File: src/rtl/alu_multicycle_ctrl.sv
// Issue/sequencing controller in front of the shared ALU: single-cycle codes go through
// the external ALU, DIV runs on an internal restoring divider. Optional MOD via `ALU_MOD_EN.
module alu_multicycle_ctrl #(
    parameter int N = 32
) (
    input  logic         clk,
    input  logic         reset,
    input  logic         op_valid,
    output logic         op_ready,
    input  logic [3:0]   ALUControl,
    input  logic [N-1:0] srcA,
    input  logic [N-1:0] srcB,
    output logic [N-1:0] alu_a,
    output logic [N-1:0] alu_b,
    output logic [3:0]   alu_ctrl,
    input  logic [N-1:0] alu_result,
    output logic         res_valid,
    input  logic         res_ready,
    output logic [N-1:0] resultado,
    output logic         div_zero,
    output logic         busy
);
    localparam int CW = $clog2(N + 1);

    typedef enum logic [1:0] {IDLE, EXEC, DIV, DONE} state_t;

    state_t        state_reg, state_next;
    logic [CW-1:0] count_reg;
    logic [N:0]    rem_reg;
    logic [N-1:0]  quo_reg;
    logic [N-1:0]  divisor_reg;
    logic          is_mod_reg;
    logic [N-1:0]  alu_a_reg, alu_b_reg, resultado_reg;
    logic [3:0]    alu_ctrl_reg;
    logic          div_zero_reg;

    logic          accept;
    logic          is_div_code, is_mod_code;
    logic [3:0]    ctrl_eff;
    logic [N:0]    rem_shift, rem_step;
    logic [N-1:0]  quo_step;

    assign accept = op_valid && op_ready;

    // Unlisted codes fall back to ADD so the ALU mux never sees an undefined select.
    always_comb begin
        is_div_code = (ALUControl == 4'b0011);
`ifdef ALU_MOD_EN
        is_mod_code = (ALUControl == 4'b1010);
`else
        is_mod_code = 1'b0;
`endif
        ctrl_eff = ((ALUControl <= 4'b1001) || is_mod_code) ? ALUControl : 4'b0000;
    end

    // One restoring step; a zero divisor always subtracts, leaving quotient all ones
    // and the dividend in the remainder.
    always_comb begin
        rem_shift = (rem_reg << 1) | {{N{1'b0}}, quo_reg[N-1]};
        if (rem_shift >= {1'b0, divisor_reg}) begin
            rem_step = rem_shift - {1'b0, divisor_reg};
            quo_step = {quo_reg[N-2:0], 1'b1};
        end else begin
            rem_step = rem_shift;
            quo_step = {quo_reg[N-2:0], 1'b0};
        end
    end

    always_ff @(posedge clk) begin
        if (reset) state_reg <= IDLE;
        else       state_reg <= state_next;
    end

    always_comb begin
        state_next = state_reg;
        case (state_reg)
            IDLE: if (accept) state_next = (is_div_code || is_mod_code) ? DIV : EXEC;
            EXEC: state_next = DONE;
            DIV:  if (count_reg == CW'(1)) state_next = DONE;
            DONE: if (res_ready) state_next = IDLE;
            default: state_next = IDLE;
        endcase
    end

    always_comb begin
        op_ready  = (state_reg == IDLE);
        res_valid = (state_reg == DONE);
        busy      = (state_reg != IDLE);
    end

    always_ff @(posedge clk) begin
        if (reset) begin
            alu_a_reg     <= '0;
            alu_b_reg     <= '0;
            alu_ctrl_reg  <= '0;
            rem_reg       <= '0;
            quo_reg       <= '0;
            divisor_reg   <= '0;
            count_reg     <= '0;
            is_mod_reg    <= 1'b0;
            resultado_reg <= '0;
            div_zero_reg  <= 1'b0;
        end else begin
            if (accept) begin
                alu_a_reg    <= srcA;
                alu_b_reg    <= srcB;
                alu_ctrl_reg <= ctrl_eff;
                rem_reg      <= '0;
                quo_reg      <= srcA;
                divisor_reg  <= srcB;
                count_reg    <= CW'(N);
                is_mod_reg   <= is_mod_code;
            end
            case (state_reg)
                EXEC: begin
                    resultado_reg <= alu_result;
                    div_zero_reg  <= 1'b0;
                end
                DIV: begin
                    rem_reg   <= rem_step;
                    quo_reg   <= quo_step;
                    count_reg <= count_reg - CW'(1);
                    if (count_reg == CW'(1)) begin
                        resultado_reg <= is_mod_reg ? rem_step[N-1:0] : quo_step;
                        div_zero_reg  <= (divisor_reg == '0);
                    end
                end
                DONE: if (res_ready) div_zero_reg <= 1'b0;
                default: ;
            endcase
        end
    end

    assign alu_a     = alu_a_reg;
    assign alu_b     = alu_b_reg;
    assign alu_ctrl  = alu_ctrl_reg;
    assign resultado = resultado_reg;
    assign div_zero  = div_zero_reg;
endmodule

File: config.mk
export PLATFORM = sky130hd
export DESIGN_NAME = alu_multicycle_ctrl
export DESIGN_NICKNAME = d
export VERILOG_FILES = /design/src/rtl/alu_multicycle_ctrl.sv
export SDC_FILE = /design/constraint.sdc
export NUM_CORES = 1
export LEC_CHECK = 0
export ABC_AREA = 1
export CORE_AREA = 2 2 169 171
export CTS_BUF_LIST = sky130_fd_sc_hd__clkbuf_16
export CTS_CLUSTER_DIAMETER = 100
export DETAILED_ROUTE_END_ITERATION = 10
export DIE_AREA = 0 0 171 173
export SLEW_MARGIN = 20
export SYNTH_ARGS = -nofsm -noshare
export SYNTH_HDL_FRONTEND = slang
export SYNTH_SLANG_ARGS = --single-unit
File: constraint.sdc
create_clock -name clk -period 2.78 [get_ports clk]
set_input_delay 0.556 -clock clk [delete_from_list [all_inputs] [get_ports clk]]
set_output_delay 0.556 -clock clk [all_outputs]
set_load 0.03 [all_outputs]
; ---- Yosys cells after proc, flatten, opt, wreduce, memory -nomap -nowiden
; Index checks and enable logic that the tools add are counted.
[word_totals]
register_bits = 173
input_bits = 104
[classes]
magnitude_cmp = 2
n_reduce_logical = 10
mux = 19
addsub = 2
bitwise_logic = 1
eq_ne = 8
[ops]
columns = op, n
row1 = 2-to-1 mux 32 bit, 6
row2 = one-hot mux 32 bit (2 select lines), 1
row3 = >= comparator 33 x 32 -> 1 bit, 1
row4 = bitwise OR 33 x 1 -> 33 bit, 1
row5 = logical NOT 32 bit, 1
row6 = subtractor 32 bit, 1
row7 = 2-to-1 mux 6 bit, 2
row8 = 2-to-1 mux 2 bit, 4
row9 = one-hot mux 2 bit (4 select lines), 1
row10 = "== test 6 x 1 -> 1 bit, second input constant", 1
row11 = AND reduction 3 bit, 2
row12 = nonzero test 2 bit, 3
row13 = "subtractor 6 x 1 -> 6 bit, second input constant", 1
row14 = "== test 2 bit, second input constant", 2
row15 = "== test 4 x 2 -> 1 bit, second input constant", 1
row16 = "<= comparator 4 bit, second input constant", 1
row17 = 2-to-1 mux 4 bit, 1
row18 = "!= test 2 x 1 -> 1 bit, second input constant", 2
row19 = 2-to-1 mux 1 bit, 3
row20 = one-hot mux 1 bit (3 select lines), 1
row21 = nonzero test 3 bit, 1
row22 = "== test 2 x 1 -> 1 bit, second input constant", 1
row23 = logical NOT 2 bit, 1
row24 = "!= test 2 bit, second input constant", 1
row25 = other kinds (2), 2

; ---- Longest topological paths before layout
; Gate-level depths: netlist of run 1.
[depth]
word_depth = 5
ltp_mapped = 16
mapped_depth_nobuf = 16

; ---- Worst setup path after synthesis of run 1
; No wires, ideal clock.
[synth_timing]
path_kind = register -> register
start = register alu_b[30] (netlist name)
end = register rem_reg[1]
synth_period_minus_slack_ns = 2.145
required_time_ns = 2.710
arrival_ns = 2.074
stages_incl_launch_ff = 13
path_slack_ns = 0.635
path_cell_list = dfxtp_1 > inv_1 > ha_1 > a21oi_1 > nor2_1 > nor3_1 > nand3_2 > nor2_8 > nand2_8 > buf_6 > nand2_1 > nand3_1 > a21oi_1
[synth_lines]
columns = item, line
row1 = "end signal, assigned", 120  ; rem_reg <= rem_step;
row2 = "end, declared", 29  ; logic [N:0] rem_reg;

; ---- Final worst setup path of run 1
[layout_timing]
start = register state_reg[1]
end = output port busy
[layout_between]
elab_chain_cells = 1
[layout_rtl]
columns = item, line
row1 = "start, declared", 27  ; state_t state_reg, state_next;
row2 = "start signal, assigned", 71  ; else state_reg <= state_next;
row3 = nonzero test 2 bit, 88  ; busy = (state_reg != IDLE);
row4 = "end, declared", 21  ; output logic busy
; No other way between the ends.

==> flow_summary.ini, run 1 <==
[outcome]
status = finished clean

[clock_tree]
cts_max_path_buffers = 2
cts_tree = built
postCtsHoldBufs = 0
clk_latency_ns = 0.44
clkSinkCount = 173
clkTransAtPathRegs_ns = 0.08
cts_buffers = 17
postCtsSetupRepairBufs = 0
cts-resized-gates = 0
cts.htree.levels = 4
clockRootBuffer = clkbuf_16

[pwr]
finalPower_mw = 11.7
power_leakage_nw = 5.54
power_frac_clock_pct = 21.3
peakVddDrop_v = 0.000454
power.density_mw_per_mm2 = 927
internal_power_mw = 6.32
p_comb_share_pct = 49.4
p_switching_mw = 5.33
p_seq_share_pct = 29.2
p_sw_share_pct = 45.7

[floorplan]
start_util_pct = 34.6
ioPinCount = 208
fp-row-count = 61
dieArea_mm2 = 0.0296
fp.dieH_um = 173
fp.dieW_um = 171
core-area_mm2 = 0.0276

[routing]
num_vias = 9696
drtPass1Iterations = 5
drt_iter0_drc = 574
routed_wl_mm = 31.1
wl_per_cell_um = 15.4
ant_nets = 0
drt-vias-per-instance = 4.81
drc = 0

[timing]
fmax_ghz = 0.387
relSlewSlack_pct = 42.6
worst_pin_slew_ns = 0.861
finalSetupViolations = 0
finalCritPeriodShare_pct = 92.8
rsz0062_at_grt = false
slew_viol_final = 0
hold_viol = 0
min_period_ns = 2.58
fin_tns_setup_ns = 0
fin_worst_skew_ns = 0.0118

[grt]
grt_pass1_wl_mm = 50.2
grt_max_degree = 70
grtUsageTotal_pct = 21.2
grt-ovfl-total = 0
grt_antenna_before_repair = 0
first_global_vias = 9680

[setup_path]
startpoint_type = flop
critical-path-slowest-cell = clkdlybuf4s50_1
path_delay_family = buffers and inverters
required_ns = 2.22
critPathKind = flop to output port
cp-end-kind = output port
critical_path.max_stage_delay_ns = 0.69
path_cells = inv_1 -> ha_1 -> inv_1 -> clkdlybuf4s50_1
cp_max_fo = 5
arrival_ns = 2.02
path_buf_inv = 3
crit_top_cell = inv_1

[synthesis]
synth.area.top_cells = dfxtp_1 (36%), nand2_1 (18%), inv_1 (6.8%)
synth_area_mm2 = 0.00955
synth_fp_nets = 1591
synth_compound_area_share_pct = 15.5
syn_inst = 1449
synth_xor_xnor_area_share_pct = 1.28
synth_warnings = 0
synthMuxAreaShare_pct = 0
synth-seq-cells = 173
synth-adder-area-share_pct = 5.06
synth-seq-area-share_pct = 36.3
synth_area_per_cell_um2 = 6.59
synth_top_area_share_pct = 36.3
synthDistinctLibCells = 40
synth_area_leader_cell = dfxtp_1
synth_top_family_by_area = simple AND/OR/NAND/NOR gates
synth-simple-area-share_pct = 31.7

[flow_run]
maxCapViolCount = 0

[placement]
gp_congestion = 0.928
detailed_place_hpwl_mm = 23.1
port_buffers = 207

[cells_and_area]
drive_gt1_share_pct = 5.25
areaGrowthSynthToFinish_pct = 31.7
insertedDiodeCount = 0
fin_nets = 1766

[hold_path]
worstHoldPathType = flop to flop
## through the flow
| stage | worst slack (ns) | utilization (%) | cells | instance area, um2 | hold WS [ns] |
|---|---|---|---|---|---|
| floorplan | 0.635 | - | 1449 | 9550 | 0.444 |
| global placement | 0.255 | 43.3 | 1983 | 12000 | 0.453 |
| detailed placement | 0.242 | 43.3 | 1983 | 12000 | 0.459 |
| CTS | 0.183 | 45.5 | 2015 | 12600 | 0.470 |
| global route | 0.0276 | 45.5 | 2015 | 12600 | 0.492 |
| finish | 0.199 | 45.5 | 2015 | 12600 | 0.470 |
## cell type report
cell class                 count  area [um2]
sequential                   173        3460
fill                        2952       15100
clock inverter                15         183
clock buffer                  17         425
multi-input combinational   1033        5130
tap                          378         473
inverter                     175         657
timing repair buffer         224        2240
## layer usage
layer | up-vias | GRT usage [%] | share of wire [%]
met1 | 4458 | 25.7 | 44
met4 | 0 | 4.13 | 1.2
met3 | 22 | 6.50 | 6.7
li1 | 5012 | - | -
met5 | - | 0 | 0
met2 | 204 | 36.7 | 48
## logic make-up (layout without fill, tap and decap cells)
| kind of cell | Yosys count | after routing |
|---|---|---|
| xor gates and xnor gates | 14 | 14 |
| adders and majority gates | 38 | 38 |
| and+or+nand+nor | 708 | 708 |
| DFF | 173 | 173 |
| AOI/OAI and AO/OA | 273 | 273 |
| buffers and inverters | 243 | 431 |
## cells in the final DEF, fill, tap and decap left out, types with 2 or more instances in the layout
cell type / Yosys / final
a21oi_1: 94 / 94
a31oi_1: 63 / 63
and2_1: 5 / 5
buf_12: 0 / 4
buf_4: 0 / 13
clkbuf_16: 0 / 17
clkdlybuf4s50_1: 0 / 206
clkinv_4: 0 / 2
clkinv_8: 0 / 4
dfxtp_1: 173 / 173
ha_1: 37 / 36
inv_1: 172 / 171
inv_2: 2 / 3
inv_8: 0 / 6
nand2_1: 453 / 452
nand2_2: 8 / 8
nand2_4: 2 / 3
nand3_1: 64 / 64
nand3_2: 3 / 3
nand3b_1: 23 / 23
nand4_1: 12 / 12
nor2_1: 113 / 111
nor2_2: 6 / 7
nor2_4: 2 / 3
nor3_1: 4 / 4
nor4_1: 6 / 6
o21a_1: 3 / 3
o21ai_0: 108 / 108
or2_2: 2 / 2
xnor2_1: 13 / 13
## tightest hold or removal path, delay by kind of cell, from the launching register on
family	cells	cell delay (ns)
AO/OA/AOI/OAI	1	0.05
AND/OR/NAND/NOR	1	0.06
flip-flops	1	0.32
## cells in the mapped netlist
| library cell | n |
|---|---|
| a21o_1 | 1 |
| a21oi_1 | 94 |
| a21oi_2 | 1 |
| a31oi_1 | 63 |
| and2_1 | 5 |
| buf_1 | 1 |
| buf_2 | 9 |
| buf_6 | 7 |
| clkbuf_1 | 51 |
| clkinv_1 | 1 |
| dfxtp_1 | 173 |
| fa_1 | 1 |
| ha_1 | 37 |
| inv_1 | 172 |
| inv_2 | 2 |
| nand2_1 | 453 |
| nand2_2 | 8 |
| nand2_4 | 2 |
| nand2_8 | 1 |
| nand3_1 | 64 |
| nand3_2 | 3 |
| nand3b_1 | 23 |
| nand3b_2 | 1 |
| nand4_1 | 12 |
| nor2_1 | 113 |
| nor2_2 | 6 |
| nor2_4 | 2 |
| nor2_8 | 1 |
| nor3_1 | 4 |
| nor3_2 | 1 |
| nor3b_1 | 1 |
| nor4_1 | 6 |
| o21a_1 | 3 |
| o21ai_0 | 108 |
| o22ai_1 | 1 |
| o311a_1 | 1 |
| o41ai_2 | 1 |
| or2_2 | 2 |
| xnor2_1 | 13 |
| xor2_1 | 1 |
## power groups by stage
stage	sequential [mW]	clock (mW)	combinational (mW)
global placement	3.44	0	5.79
detailed placement	3.45	0	5.80
finish	3.41	2.49	5.76
CTS	3.41	2.55	5.83
global route	3.48	2.65	6.36
floorplan	4.24	0	2.92
## worst paths after layout
check                from     endpoint  slack, ns  cells past startpoint
max          state_reg[1]         busy       0.20                      4
min              alu_a[0]     alu_a[0]       0.47                      2
max reg2reg     alu_b[17]  rem_reg[31]       0.24                     11
min reg2reg      alu_a[0]     alu_a[0]       0.47                      2
No activity file was read; power rests on OpenSTA's default activity.
==> inputs of run 2 (changes only) <==
CORE_AREA = 2 2 194 149   (was 2 2 169 171)
DIE_AREA = 0 0 196 151   (was 0 0 171 173)
==> flow_summary.ini, run 2 (synthesis results as in run 1) <==
[outcome]
status = finished clean

[timing]
fin_tns_setup_ns = 0
hold_viol = 0
fmax_ghz = 0.384
hold_ws_ns = 0.468
finalSetupViolations = 0
min_period_ns = 2.61
fin_worst_skew_ns = 0.00988
relSlewSlack_pct = 42.0
worst_pin_slew_ns = 0.871
fin_ws_ns = 0.175
finalCritPeriodShare_pct = 93.7
rsz0062_at_grt = false
slew_viol_final = 0

[floorplan]
ioPinCount = 208
fp.dieW_um = 196
start_util_pct = 34.6
dieArea_mm2 = 0.0296
fp-row-count = 53
core-area_mm2 = 0.0276
fp.dieH_um = 151

[pwr]
internal_power_mw = 6.38
power.density_mw_per_mm2 = 937
p_sw_share_pct = 45.7
p_comb_share_pct = 50.4
peakVddDrop_v = 0.000508
p_seq_share_pct = 29.0
p_switching_mw = 5.37
power_frac_clock_pct = 20.6
finalPower_mw = 11.7
power_leakage_nw = 5.55

[routing]
wl_met3_mm = 2.19
drt_iter0_drc = 816
met1_length_mm = 17.1
drc = 0
num_vias = 9831
wl_per_cell_um = 16.4
drtPass1Iterations = 6
drt-vias-per-instance = 4.93
highest_layer = met4
ant_nets = 0
wl_met2_mm = 13.0
routed_wl_mm = 32.7

[clock_tree]
clkTransAtPathRegs_ns = 0.07
cts_buffers = 17
cts.htree.levels = 4
cts_tree = built
clkSinkCount = 173
postCtsHoldBufs = 0
cts_max_path_buffers = 2
clockRootBuffer = clkbuf_16
postCtsSetupRepairBufs = 0
clk_latency_ns = 0.45

[placement]
port_buffers = 207
gp_congestion = 0.907
detailed_place_hpwl_mm = 23.7
post_dp_cell_area_mm2 = 0.0119
dp_slack_ns = 0.133
dp_cells = 1963

[cells_and_area]
num-fill-cells = 2919
final_util_pct = 45.5
final_common_cell = nand2_1
fin_cells = 1996
final_cell_mix = nand2_1 (452), clkdlybuf4s50_1 (206), dfxtp_1 (173), inv_1 (172)
final_cell_area_mm2 = 0.0125
drive_gt1_share_pct = 5.49
areaGrowthSynthToFinish_pct = 31.3
fin_nets = 1768
insertedDiodeCount = 0

[setup_path]
arrival_ns = 2.05
cp_max_fo = 5
r2r_slack_ns = 0.24
cp-end-kind = output port
critPathKind = flop to output port
required_ns = 2.22
startpoint_type = flop

[flow_run]
maxCapViolCount = 0

[hold_path]
worstHoldPathType = flop to flop

[grt]
grt_antenna_before_repair = 0
grt_max_degree = 84
first_global_vias = 9241
grtUsageTotal_pct = 21.9
grt-ovfl-total = 0
grt_pass1_wl_mm = 50.8
-- run 2: power groups by stage --
stage	clock [mW]	sequential (mW)	combinational, mW
2_1_floorplan	0	4.24	2.92
3_3_place_gp	0	3.43	5.86
3_5_place_dp	0	3.45	5.88
4_1_cts	2.48	3.40	5.91
5_1_grt	2.57	3.48	6.50
6_report	2.42	3.40	5.92
-- run 2: per-layer routing --
| metal | global-route usage [%] | vias to the layer above |
|---|---|---|
| li1 | - | 5018 |
| met5 | 0 | - |
| met4 | 5.83 | 0 |
| met3 | 4.05 | 25 |
| met2 | 30.8 | 313 |
| met1 | 33.6 | 4475 |
-- run 2: critical path, stage by stage (launching register included) --
cell and delay [ns]:
dfxtp_1 0.40, inv_1 0.06, ha_1 0.27, inv_1 0.17
clkdlybuf4s50_1 0.71
-- run 2: path summary, 6_finish.rpt --
check / to / depth (start not counted) / from
setup / recovery: busy / 4 / state_reg[1]
hold / removal: quo_reg[3] / 2 / quo_reg[3]
setup reg to reg: rem_reg[22] / 11 / alu_b[24]
hold reg to reg: quo_reg[3] / 2 / quo_reg[3]
-- run 2: final cells by class --
class	instances	area [um2]	share of cell area, %
tap	357	447	3.56
clock inverter	15	158	1.26
clock buffer	17	425	3.39
timing repair buffer	225	2240	17.9
sequential	173	3460	27.6
multi-input combinational	1034	5150	41.1
inverter	175	657	5.24
-- run 2: repair_timing --
item                                    in CTS  in global routing
hold endpoints to repair                     0                  0
endpoints found under the setup margin       0                 19
gates resized for setup                      0                  4
